--- src/rtl/bit_entry_pkg.sv ---
// Shared types and constants for the bit entry front end.
// The step FSM state encoding and the synchronizer depth live here.
package bit_entry_pkg;

   typedef enum logic [1:0] {
      S_IDLE,
      S_FIRE,
      S_HELD
   } step_state_t;

   localparam int SYNC_STAGES = 2;

endpackage

--- src/rtl/bit_entry_conditioner_debounce_filter.sv ---
// Synchronizes one raw asynchronous input and accepts a level change only
// after it has been seen on DEBOUNCE_CYCLES consecutive cycles.
module debounce_filter
   import bit_entry_pkg::*;
#(
   parameter int DEBOUNCE_CYCLES = 500000
) (
   input  logic clk,
   input  logic rst,
   input  logic raw,
   output logic deb
);

   localparam int CW = (DEBOUNCE_CYCLES > 2) ? $clog2(DEBOUNCE_CYCLES) : 1;
   localparam logic [CW-1:0] CNT_LAST = CW'(DEBOUNCE_CYCLES - 1);

   logic [SYNC_STAGES-1:0] sync_reg;
   logic [CW-1:0]          cnt_reg;
   logic                   deb_reg;
   logic                   synced;

   genvar gi;
   generate
      for (gi = 0; gi < SYNC_STAGES; gi++) begin : g_sync
         if (gi == 0) begin : g_first
            always_ff @(posedge clk) begin
               if (!rst) sync_reg[gi] <= 1'b0;
               else      sync_reg[gi] <= raw;
            end
         end else begin : g_rest
            always_ff @(posedge clk) begin
               if (!rst) sync_reg[gi] <= 1'b0;
               else      sync_reg[gi] <= sync_reg[gi-1];
            end
         end
      end
   endgenerate

   assign synced = sync_reg[SYNC_STAGES-1];

   // Any cycle that agrees with the accepted level restarts the stability count.
   always_ff @(posedge clk) begin
      if (!rst) begin
         cnt_reg <= '0;
         deb_reg <= 1'b0;
      end else if (synced == deb_reg) begin
         cnt_reg <= '0;
      end else if (cnt_reg == CNT_LAST) begin
         cnt_reg <= '0;
         deb_reg <= synced;
      end else begin
         cnt_reg <= cnt_reg + 1'b1;
      end
   end

   assign deb = deb_reg;

endmodule

--- src/rtl/bit_entry_conditioner.sv ---
// Turns a debounced step button into one ena strobe per press, capturing the
// debounced data switch into sig_to_test and counting entered bits.
module bit_entry_conditioner
   import bit_entry_pkg::*;
#(
   parameter int DEBOUNCE_CYCLES = 500000,
   parameter int CNT_W           = 8
) (
   input  logic             clk,
   input  logic             rst,
   input  logic             sw_data,
   input  logic             btn_step,
   output logic             sig_to_test,
   output logic             ena,
   output logic [CNT_W-1:0] entry_count
);

   logic        deb_data;
   logic        deb_btn;
   step_state_t state_reg;
   step_state_t state_next;
   logic        sig_reg;
   logic [CNT_W-1:0] count_reg;

   debounce_filter #(.DEBOUNCE_CYCLES(DEBOUNCE_CYCLES)) u_deb_data (
      .clk (clk),
      .rst (rst),
      .raw (sw_data),
      .deb (deb_data)
   );

   debounce_filter #(.DEBOUNCE_CYCLES(DEBOUNCE_CYCLES)) u_deb_btn (
      .clk (clk),
      .rst (rst),
      .raw (btn_step),
      .deb (deb_btn)
   );

   always_ff @(posedge clk) begin
      if (!rst) state_reg <= S_IDLE;
      else      state_reg <= state_next;
   end

   // Holding the button parks in S_HELD, so a long press yields a single bit.
   always_comb begin
      state_next = state_reg;
      case (state_reg)
         S_IDLE:  if (deb_btn) state_next = S_FIRE;
         S_FIRE:  state_next = deb_btn ? S_HELD : S_IDLE;
         S_HELD:  if (!deb_btn) state_next = S_IDLE;
         default: state_next = S_IDLE;
      endcase
   end

   always_ff @(posedge clk) begin
      if (!rst) begin
         sig_reg   <= 1'b0;
         count_reg <= '0;
      end else if (state_next == S_FIRE) begin
         sig_reg   <= deb_data;
         count_reg <= count_reg + 1'b1;
      end
   end

   assign ena         = (state_reg == S_FIRE);
   assign sig_to_test = sig_reg;
   assign entry_count = count_reg;

endmodule

--- config.mk ---
export PLATFORM = sky130hd
export DESIGN_NAME = bit_entry_conditioner
export DESIGN_NICKNAME = d
export VERILOG_FILES = /design/src/rtl/bit_entry_pkg.sv /design/src/rtl/bit_entry_conditioner_debounce_filter.sv /design/src/rtl/bit_entry_conditioner.sv
export SDC_FILE = /design/constraint.sdc
export NUM_CORES = 1
export LEC_CHECK = 0
export ABC_CLOCK_PERIOD_IN_PS = 1800
export BUFFER_PORTS_ARGS = -buffer_cell sky130_fd_sc_hd__buf_4
export CORE_MARGIN = 10
export CORE_UTILIZATION = 54
export DETAILED_ROUTE_END_ITERATION = 16
export PLACE_DENSITY = 0.75
export SYNTH_ARGS = -nofsm -noshare
export SYNTH_HDL_FRONTEND = slang
export SYNTH_HIERARCHICAL = 1
export SYNTH_SLANG_ARGS = --single-unit
--- constraint.sdc ---
create_clock -name clk -period 1.8 [get_ports clk]
set_clock_uncertainty 0.1 [all_clocks]
set_input_delay 0 -clock clk [delete_from_list [all_inputs] [get_ports clk]]
set_output_delay 0 -clock clk [all_outputs]
set_load 0.01 [all_outputs]
Word-level counts from Yosys, hierarchy flattened
Cells that the tools add are included.

storage, ports and cells
  bits in registers = 55
  input port bits = 4
  output and inout port bits = 10
  logic and storage cells = 33

cells by class
  $add $sub $neg = 3
  equality and inequality tests = 7
  multiplexer cells = 4
  bitwise gates (word level) = 3
  reduce and logical (&&, ||, !) cells = 5

operators by type and width
  kind                   number
  $add 19x1->19 const B  2
  $eq 19x19->1 const B   2
  $add 8x1->8 const B    1
  $mux 2                 3
  $pmux 2 s3             1
  $reduce_or 3->1        2
  $eq 2x1->1 const B     2
  $reduce_and 2->1       2
  $not 1->1              3
  $eq 1x1->1             2
  $eq 2x2->1 const B     1
  $logic_not 2->1        1

Longest topological paths before layout
Gate-level depths: netlist of the first run.

  depth in word-level cells = 3
  mapped depth = 6
  gate-level depth less buffers = 5

Cells and area by module
Netlist of the first run, hierarchy kept.

by module, submodules not included
  module                         instances  cells an instance  area an instance (um2)  sequential area each (um2)
  debounce_filter at u_deb_data  1          110                1009.7                  440.4
  debounce_filter at u_deb_btn   1          108                987.2                   440.4
  bit_entry_conditioner          1          51                 500.5                   220.2

Least setup slack after synthesis of the first run
OpenSTA, ideal clock, no wires.

  kind = flip-flop to flip-flop
  start point = reg u_deb_btn.cnt_reg[12]
  end point = reg u_deb_btn.cnt_reg[16]
  setup time = 0.115 ns
  arrival time = 1.736 ns
  required time = 1.585 ns
  path slack = -0.150 ns
  stages on the path, launching flop included = 6
  path buffers = 1
  period minus slack after synthesis = 1.950 ns
  path through = dfxtp_1 or4_1 or4_4 o21bai_4 buf_6 nor2_1

between the ends
  word-level cells in the longest chain between the ends = 2
  elaborated cells on any way between the ends = 3
  classes of those cells = add/sub (1); eq/ne (1); reduce/logical (1)

RTL lines
  what                                                                   RTL line                                     RTL
  start: declaration                                                     bit_entry_conditioner_debounce_filter.sv:18  logic [CW-1:0] cnt_reg;
  start signal: assignment                                               bit_entry_conditioner_debounce_filter.sv:52  cnt_reg <= cnt_reg + 1'b1;
  parallel branches: the longest is 2 deep, another holds $add 19x1->19  --

Several ways; the timed one is not identified.
A chain may end at the register's enable or synchronous reset.

Worst setup path after layout of the first run
  start point = reg u_deb_btn.cnt_reg[12]
  end point = reg u_deb_btn.cnt_reg[9]

between the ends
  word-level cells in the longest chain between the ends = 2

RTL lines
  what                              RTL line                                     RTL
  $eq 19x19->1                      bit_entry_conditioner_debounce_filter.sv:48  end else if (cnt_reg == CNT_LAST) begin
  $reduce_or 3->1 (no source line)  --

No other way between the ends.

==> results of run 1 <==
[worst min path at each step]
stage,cells past startpoint,start,end
after floorplan,1,rst,u_deb_btn/sync_reg[0]
after global placement,2,sw_data,u_deb_data/sync_reg[0]
after detailed placement,2,btn_step,u_deb_btn/sync_reg[0]
after CTS,1,u_deb_data/sync_reg[0],u_deb_data/synced
after global routing,1,u_deb_data/sync_reg[0],u_deb_data/synced
final,1,u_deb_data/sync_reg[0],u_deb_data/synced
[logic make-up after synthesis]
group                    Yosys count  synth area share
XOR/XNOR                          31             0.109
buffers and inverters             11            0.0235
AND/OR/NAND/NOR                  140             0.322
AO/OA/AOI/OAI                     20            0.0541
adder cells (fa/ha/maj)            3            0.0150
flip-flops                        55             0.441
multiplexers                       9            0.0361
[layout by cell type, fill, tap and decap left out, types with 2 or more instances in the layout]
cell / n
clkbuf_8: 5
mux2i_1: 9
and2_1: 10
dfxtp_2: 2
nor3_1: 3
or3_1: 5
or4_1: 3
nand2b_1: 2
dfxtp_1: 53
ha_1: 2
dlygate4sd3_1: 5
nor3b_1: 4
and4_1: 4
a21boi_0: 2
xnor2_1: 17
or4_4: 2
nor2b_1: 3
nand2_1: 17
nor2_1: 33
nor4_1: 7
a21oi_1: 7
nand4_1: 12
nand3_1: 18
inv_1: 6
buf_12: 2
buf_4: 33
nand4bb_1: 2
xor2_1: 14
nor4_4: 2
o31ai_1: 3
and3_1: 3
o21ai_0: 5
[final cells by class]
type	instances	area share
clock inverters	1	0.00992
multi-input cells	203	0.453
clock buffers	6	0.0240
flip-flops and latches	55	0.364
inverters	6	0.00744
well taps	52	0.0215
repair buffers	41	0.120
[where the power goes]
part,switching (µW),leakage [µW],internal [µW]
clock,390,0.0000513,408
combinational,19.6,0.000594,26.4
sequential,2.71,0.000445,1220
total,412,0.00109,1660
[routing by layer]
| metal | vias to the layer above | routed length, µm | global-route usage |
|---|---|---|---|
| met5 | - | 0 | 0 |
| met1 | 968 | 2360 | 0.161 |
| met2 | 18 | 2600 | 0.233 |
| met4 | 0 | 60 | 0.0449 |
| li1 | 1037 | - | - |
| met3 | 8 | 153 | 0.0492 |
[critical path, stage by stage (launching register included)]
cell       delay (ns)
dfxtp_2          0.34
or4_4            0.52
or4_4            0.51
o21bai_4         0.19
clkbuf_16        0.19
nor2_1           0.04
[through the flow]
step | area (µm²) | setup TNS [ns] | hold slack, ns | cells
after global placement | 2800 | -2.01 | 0.111 | 349
final | 3030 | -3.36 | 0.341 | 364
after detailed placement | 2800 | -2.81 | 0.111 | 349
after global routing | 3030 | -3.95 | 0.369 | 364
after floorplan | 2500 | -1.57 | 0.0217 | 269
after CTS | 2970 | -3.00 | 0.343 | 362
[what timing repair did]
action / 4_1_cts / 5_1_grt
setup buffers: 1 / 1
gates resized for setup: 2 / 6
hold buffers: 5 / 0
endpoints found under the hold margin: 19 / 0
gates cloned: 0 / 1
pin swaps: 1 / 1
endpoints found under the setup margin: 20 / 23
==> impl_results.md, run 1 <==
* Run status: finished with violations
* Failing checks: negative setup slack
* First-pass GRT wire length at 8780 µm
* Area of the multi-input gates at 1370 µm²
* Detailed Place HPWL at 3410 µm
* Drc violations at 0
* Worst setup margin at -0.191 ns
* Post-Syn Area per Cell at 9.28 µm²
* Slew Limit Headroom at 0.736
* Via count at 2031
* Top cell type by total area after synthesis: dfxtp_1
* CTS tree: built
* Reg2reg setup slack at -0.19 ns
* Max cap viols at 0
* Register area at 1100 µm²
* Synth area leaders: dfxtp_1 (44%), xnor2_1 (6.0%), nor2_1 (5.3%), xor2_1 (4.9%), mux2i_1 (3.6%)
* CTS clk-pin slew, worst paths at 0.10 ns
* Leak pwr at 0.00109 µW
* Area Overhead vs Synth at 21.2%
* Post-layout nets at 319
* IO Port Bufs at 13
* Place WS at -0.154 ns
* Drt first pass iters at 4
* Post-synth EDFFs at 0
* Peak supply drop at 0.527 mV
* Syn_nets at 276
* Pwr/cell area at 683 nW/µm²
* Share of synthesized registers carrying an async set or reset at 0
* Via-per-instance ratio at 5.58
* Worst-Margin Slew at 0.392 ns
* Setup crit end: u_deb_btn/cnt_reg[9]
* Final setup viols at 20
* Fmax at 0.502 GHz
* Sink Count at 55
* Register area share after synthesis at 0.441
* Post-synth top flop: dfxtp_1
* Die width at 88.0 µm
* Ys Warns at 6
* Overall Power at 2070 µW
* Area of the die at 7740 µm²
* Largest net degree at the start of global routing at 24
* Crit Path Max Fanout at 9
* Longest Clk Path Bufs at 2
* N_diodes at 0
* Post-layout minimum cycle time at 1.99 ns
* Post-synthesis register bit count at 55
* RSZ-0062 raised after global routing: true
* Setup crit start kind: flop
* Core box area at 4410 µm²
* Hold Crit Class: reg -> reg
* Worst-Skew Late Latency at 0.31 ns
* Commonest cells post-synth: dfxtp_1 (55), nor2_1 (35), nand3_1 (18), nand2_1 (17), xnor2_1 (17)
* Fill cells at 369
* Die Ht at 88.0 µm
* Total Routing Usage GR at 0.139
* Total gr overflow at 0
* Placer congestion estimate at 0.837
* Avg WL per Cell at 14.2 µm
* CP startpoint: u_deb_btn/cnt_reg[12]
* Post-synthesis cell count at 269
* Clock H-tree levels at 2
* Area share of the largest cell type after synthesis at 0.441
* Share of cells above drive strength 1 at 0.186
* Req. time, crit path at 1.91 ns
* Starting Density at 0.566
* Ports at 14
* CP Capture Type: flop
* Data arrival, critical path at 2.10 ns
* FF-to-FF path depth at 5
* Row cnt at 24
* Number of global-route vias before repair at 1982
* Slew Limit Fails at 0
* Final design utilization at 0.686
* Routed wire length at 5170 µm
* Crit Reg-Reg Startpoint: u_deb_btn/cnt_reg[12]
* DR iter-0 viols at 61
* Top-count cell post-synth: dfxtp_1
* Synth cell types at 40
* Initial antenna violation count at 0
* Inserted Clock Buffers at 5
* FF-to-FF End: u_deb_btn/cnt_reg[9]
* Hold Fails Final Rpt at 0
* Kind of critical path: reg -> reg
* Final period utilization at 1.11
* Cell Area, Synth at 2500 µm²
* Clk root buf: clkbuf_8
* Final antenna-violating net count at 0
Power figures use the tool's default switching activity.
==> inputs of run 2 (changes only) <==
--- a/config.mk
+++ b/config.mk
@@ -7,10 +7,9 @@
 export LEC_CHECK = 0
 export ABC_CLOCK_PERIOD_IN_PS = 1800
 export BUFFER_PORTS_ARGS = -buffer_cell sky130_fd_sc_hd__buf_4
-export CORE_MARGIN = 10
-export CORE_UTILIZATION = 54
+export CORE_MARGIN = 2
+export CORE_UTILIZATION = 45
 export DETAILED_ROUTE_END_ITERATION = 16
-export PLACE_DENSITY = 0.75
 export SYNTH_ARGS = -nofsm -noshare
 export SYNTH_HDL_FRONTEND = slang
 export SYNTH_HIERARCHICAL = 1
==> run 2 against run 1 <==
Hold slack better by 0.0070 ns. Largest cell class unchanged. Flip-flop and latch count unchanged. Sequential share of layout area increased by 0.091 points. Total power down 7.9%. The flow still finishes with violations (negative setup slack). Non-clock buffer count up 3. Global-route usage grew 2.8 points. Largest power group unchanged. Die area is 20% lower.
==> impl_results.md, run 2 (synthesis gave the netlist of run 1 again) <==
* Run status: finished with violations
* Failing checks: negative setup slack
* Hold Crit Class: reg -> reg
* CP Capture Type: flop
* Placer congestion estimate at 0.805 (-3.7%)
* CP peak stage delay at 0.51 ns (about the same)
* Total gr overflow at 0 (unchanged)
* Most common cell after layout, fill and taps aside: dfxtp_1
* Setup crit start kind: flop
* Pwr/cell area at 630 nW/µm² (-7.7%)
* Starting Density at 0.459 (-0.107)
* Row cnt at 27 (+13%)
* Longest Clk Path Bufs at 2 (unchanged)
* Kind of critical path: reg -> reg
* Area Overhead vs Synth at 20.9%
* Number of global-route vias before repair at 1919 (-3.2%)
* Max cap viols at 0 (unchanged)
* Final period utilization at 1.07 (-0.0370)
* Die Ht at 78.5 µm (-11%)
* Share of cells above drive strength 1 at 0.191 (+0.00519)
* Via-per-instance ratio at 5.17 (-7.4%)
* Drt first pass iters at 4 (unchanged)
* Placed cells at 372 (+6.6%)
* Layout Cells excl Fill at 386 (+6.0%)
* Core box area at 5440 µm² (+23%)
* Via count at 1994 (-1.8%)
* RSZ-0062 raised after global routing: true
* Worst-Margin Slew at 0.349 ns (-0.0431 ns)
* Fill cells at 526 (+43%)
* First-pass GRT wire length at 8480 µm (-3.4%)
* Fmax at 0.520 GHz (+3.5%)
* DR iter-0 viols at 41 (-33%)
* CTS clk-pin slew, worst paths at 0.09 ns (about the same)
* Largest net degree at the start of global routing at 24 (unchanged)
* Die width at 78.5 µm (-11%)
* Avg WL per Cell at 12.2 µm (-14%)
* Worst-Skew Late Latency at 0.30 ns (about the same)
* Detailed Place HPWL at 3340 µm (-2.0%)
* Clock H-tree levels at 2 (unchanged)
* Sink Count at 55 (unchanged)
* Slew Limit Fails at 0 (unchanged)
* Post-layout minimum cycle time at 1.92 ns (-0.0667 ns)
* Final setup viols at 20 (unchanged)
* Top cell by count, worst path: or4_4
* Final design utilization at 0.555 (-0.131)
* Initial antenna violation count at 0 (unchanged)
* Slew Limit Headroom at 0.765 (+0.0290)
* Crit Path Max Fanout at 18 (+9)
* Hold Fails Final Rpt at 0 (unchanged)
* Crit-path cells: or4_4 -> or4_4 -> o21bai_4 -> buf_12 -> nor2_1
* Req. time, crit path at 1.88 ns (-0.03 ns)
* Final antenna-violating net count at 0 (unchanged)
* Drc violations at 0 (unchanged)
* Clk root buf: clkbuf_8
* Total Routing Usage GR at 0.167 (+0.0283)
* Worst setup margin at -0.124 ns (+0.0667 ns)
* Inserted Clock Buffers at 5 (unchanged)
* N_diodes at 0 (unchanged)
* Most frequent cells in the layout: dfxtp_1 (53), buf_4 (37), nor2_1 (33)
* Overall Power at 1900 µW (-7.9%)
* Slowest CP cell: or4_4
* Area of the die at 6160 µm² (-20%)
* IO Port Bufs at 13 (unchanged)
* Ports at 14 (unchanged)
* Leak pwr at 0.00108 µW (-1.1%)
* Peak supply drop at 0.468 mV (-11%)
* CTS tree: built
* Routed wire length at 4690 µm (-9.3%)
* Post-layout nets at 322 (+0.94%)
* Data arrival, critical path at 2.01 ns (-0.09 ns)
==> run 2: power breakdown <==
part	leakage (µW)	internal, µW	switching (µW)
combinational	0.000597	23.9	19.4
clock	0.0000361	260	377
sequential	0.000445	1220	2.58
total	0.00108	1500	399
==> run 2: worst max-delay path, delay by kind of cell (launching register included) <==
kind | cells | cell delay [ns]
AND/OR/NAND/NOR | 3 | 1.08
AO/OA/AOI/OAI | 1 | 0.15
buffers and inverters | 1 | 0.16
flip-flops | 1 | 0.33
==> run 2: layout make-up <==
class,count,area [µm²],area share
Sequential cell,55,1100,0.365
Tap cell,72,90.1,0.0298
Multi-Input combinational cell,203,1360,0.450
Inverter,6,22.5,0.00746
Clock buffer,5,68.8,0.0228
Timing Repair Buffer,44,368,0.122
Clock inverter,1,7.51,0.00249
==> run 2: path summary, 6_finish.rpt <==
check,slack [ns],end,start,cells past startpoint
min reg2reg,0.35,u_deb_btn/synced,u_deb_btn/sync_reg[0],1
min,0.35,u_deb_btn/synced,u_deb_btn/sync_reg[0],1
max reg2reg,-0.12,u_deb_btn/cnt_reg[5],u_deb_btn/cnt_reg[12],5
max,-0.12,u_deb_btn/cnt_reg[5],u_deb_btn/cnt_reg[12],5
==> run 2: timing repair <==
action | 4_1_cts | 5_1_grt
pin swaps | 1 | 1
setup buffers | 2 | 1
setup endpoints to repair | 20 | 22
endpoints found under the hold margin | 19 | 0
gates resized for setup | 3 | 3
hold buffers | 5 | 0
==> run 2: through the flow <==
stage	setup TNS (ns)	hold slack [ns]	cell area, µm²	setup WS, ns
3_5_place_dp	-2.42	0.115	2850	-0.134
2_1_floorplan	-1.57	0.0217	2500	-0.145
6_report	-2.11	0.348	3020	-0.124
5_1_grt	-3.32	0.378	3020	-0.184
4_1_cts	-2.41	0.358	3000	-0.151
3_3_place_gp	-2.12	0.111	2850	-0.115
==> run 2: routing by layer <==
metal,up-vias,GRT usage,wire [µm],part of all wire
met5,-,0,0,0
met4,0,0.0439,23,0.0049
met3,2,0.0356,119,0.025
met2,21,0.289,2270,0.48
met1,932,0.212,2280,0.49
li1,1039,-,-,-
==> inputs of run 3 (changes only) <==
--- a/config.mk
+++ b/config.mk
@@ -5,7 +5,7 @@
 export SDC_FILE = /design/constraint.sdc
 export NUM_CORES = 1
 export LEC_CHECK = 0
-export ABC_CLOCK_PERIOD_IN_PS = 1800
+export ABC_CLOCK_PERIOD_IN_PS = 1700
 export BUFFER_PORTS_ARGS = -buffer_cell sky130_fd_sc_hd__buf_4
 export CORE_MARGIN = 2
 export CORE_UTILIZATION = 45
==> constraint.sdc (replaced) <==
create_clock -name clk -period 1.7 [get_ports clk]
set_clock_uncertainty 0.1 [all_clocks]
set_input_delay 0 -clock clk [delete_from_list [all_inputs] [get_ports clk]]
set_output_delay 0 -clock clk [all_outputs]
set_load 0.01 [all_outputs]
==> run 3 against run 2 <==
The flow still finishes with violations (negative setup slack). Critical path depth is the same. Worst setup slack got worse by 0.11 ns. Combinational power increased by 6.0%. Design area is 3.3% higher. Sequential share of layout area down 1.1 points. First-iteration DRC count down 17%. Register-to-register slack lost 0.11 ns. Clock power grew 30%. Count of clock-buffer cells in the layout grew 1. Non-clock buffer count increased by 9. Wire length is 0.38% higher. Critical path type unchanged.
==> impl_results.md, run 3 (synthesis gave the netlist of run 1 again) <==
* DR iter-0 viols at 34 (-17%)
* Ports at 14 (unchanged)
* Failing checks: negative setup slack
* Avg WL per Cell at 11.9 µm (-2.2%)
* Routed wire length at 4710 µm (+0.38%)
* Run status: finished with violations
* Final antenna-violating net count at 0 (unchanged)
* CP peak stage delay at 0.53 ns (+0.02 ns)
* Total Neg Setup Slack at -4.28 ns (-2.17 ns)
* Peak supply drop at 0.475 mV (+1.5%)
* Sink Count at 55 (unchanged)
* Largest net degree at the start of global routing at 24 (unchanged)
* Clock H-tree levels at 2 (unchanged)
* Fin Hold WS at 0.344 ns (-0.00435 ns)
* First-pass GRT wire length at 8450 µm (-0.33%)
* Detailed Place HPWL at 3410 µm (+2.2%)
* Slew Limit Fails at 0 (unchanged)
* Drt first pass iters at 4 (unchanged)
* Via-per-instance ratio at 5.13 (-0.77%)
* Hold Crit Class: reg -> reg
* CP Capture Type: flop
* IO Port Bufs at 13 (unchanged)
* N_diodes at 0 (unchanged)
* Total Routing Usage GR at 0.169 (+0.00171)
* Post-layout minimum cycle time at 1.94 ns (+0.0139 ns)
* Longest Clk Path Bufs at 2 (unchanged)
* Clk root buf: clkbuf_8
* Fmax at 0.516 GHz (-0.72%)
* Area of the die at 6160 µm² (unchanged)
* Via count at 2030 (+1.8%)
* Area Overhead vs Synth at 24.9%
* CTS tree: built
* RSZ-0062 raised after global routing: true
* Max cap viols at 0 (unchanged)
* Crit Path Max Fanout at 18 (unchanged)
* Slew Limit Headroom at 0.754 (-0.0119)
* Kind of critical path: reg -> reg
* Slowest CP cell: or4_4
* Most frequent cells in the layout: dfxtp_1 (52), buf_4 (46), nor2_1 (32)
* Share of cells above drive strength 1 at 0.225 (+0.0342)
* Worst-Margin Slew at 0.366 ns (+0.0177 ns)
* CTS clk-pin slew, worst paths at 0.09 ns (about the same)
* Data arrival, critical path at 2.02 ns (about the same)
* Worst-Skew Late Latency at 0.30 ns (about the same)
* Final period utilization at 1.14 (+0.0711)
* Crit path buffers/inverters at 1 (unchanged)
* Post-layout nets at 331 (+2.8%)
* Req. time, crit path at 1.78 ns (-0.10 ns)
* Core box area at 5440 µm² (unchanged)
* Crit path max-delay family: simple AND/OR/NAND/NOR gates
* Number of global-route vias before repair at 1927 (+0.42%)
* Drc violations at 0 (unchanged)
* Hold Fails Final Rpt at 0 (unchanged)
* Die width at 78.5 µm (unchanged)
* Total gr overflow at 0 (unchanged)
* Starting Density at 0.459 (unchanged)
* Worst setup margin at -0.238 ns (-0.114 ns)
* Final setup viols at 20 (unchanged)
* Most common cell after layout, fill and taps aside: dfxtp_1
* Inserted Clock Buffers at 5 (unchanged)
* Pwr/cell area at 696 nW/µm² (+10%)
* Die Ht at 78.5 µm (unchanged)
* Leak pwr at 0.00113 µW (+4.5%)
* Initial antenna violation count at 0 (unchanged)
* Placer congestion estimate at 0.822 (+2.0%)
* Row cnt at 27 (unchanged)
* Crit-path cells: or4_1 -> or4_4 -> o21bai_4 -> buf_12 -> a21oi_1
* Setup crit start kind: flop
## run 3: worst reg2reg max path: stages (launching register included)
cell and delay [ns]:
dfxtp_2 0.32, or4_1 0.51, or4_4 0.53, o21bai_4 0.15, buf_12 0.16, a21oi_1 0.05
## run 3: final timing paths
path / startpoint / endpoint / slack, ns / cells past startpoint
max: u_deb_btn/cnt_reg[12] / u_deb_btn/cnt_reg[18] / -0.24 / 5
min reg2reg: u_deb_btn/sync_reg[0] / u_deb_btn/synced / 0.34 / 1
min: u_deb_btn/sync_reg[0] / u_deb_btn/synced / 0.34 / 1
max reg2reg: u_deb_btn/cnt_reg[12] / u_deb_btn/cnt_reg[18] / -0.24 / 5
## run 3: power breakdown
group | switching (µW) | internal, µW
logic | 20.5 | 25.5
clock network | 396 | 432
registers | 2.64 | 1290
total | 419 | 1750
## run 3: layout make-up
type | count | area, µm²
Clock buffer | 6 | 72.6
Clock inverter | 1 | 30.0
Fill cell | 499 | 2320
Inverter | 6 | 22.5
Multi-Input combinational cell | 203 | 1360
Sequential cell | 55 | 1100
Tap cell | 72 | 90.1
Timing Repair Buffer | 53 | 435
## run 3: stage by stage
step                      power [µW]   util  cells  worst slack (ns)  area, µm²
after floorplan                 1340      -    269            -0.245       2500
after global placement          1360  0.539    383            -0.226       2930
after detailed placement        1360  0.539    383            -0.243       2930
after CTS                       2210  0.572    396            -0.250       3110
after global routing            2270  0.573    396            -0.297       3120
final                           2170  0.573    396            -0.238       3120
## run 3: routing by layer
metal | part of all wire | wire length [µm] | track usage
met5 | 0 | 0 | 0
met4 | 0.013 | 62 | 0.0474
met3 | 0.021 | 100 | 0.0379
met2 | 0.47 | 2190 | 0.291
met1 | 0.50 | 2350 | 0.212
## run 3: timing repair
| action | in CTS | in global routing |
|---|---|---|
| pin swaps | 1 | 1 |
| hold buffers | 5 | 0 |
| hold endpoints to repair | 18 | 0 |
| endpoints found under the setup margin | 21 | 39 |
| gates resized for setup | 6 | 4 |
| buffers inserted | 1 | 0 |
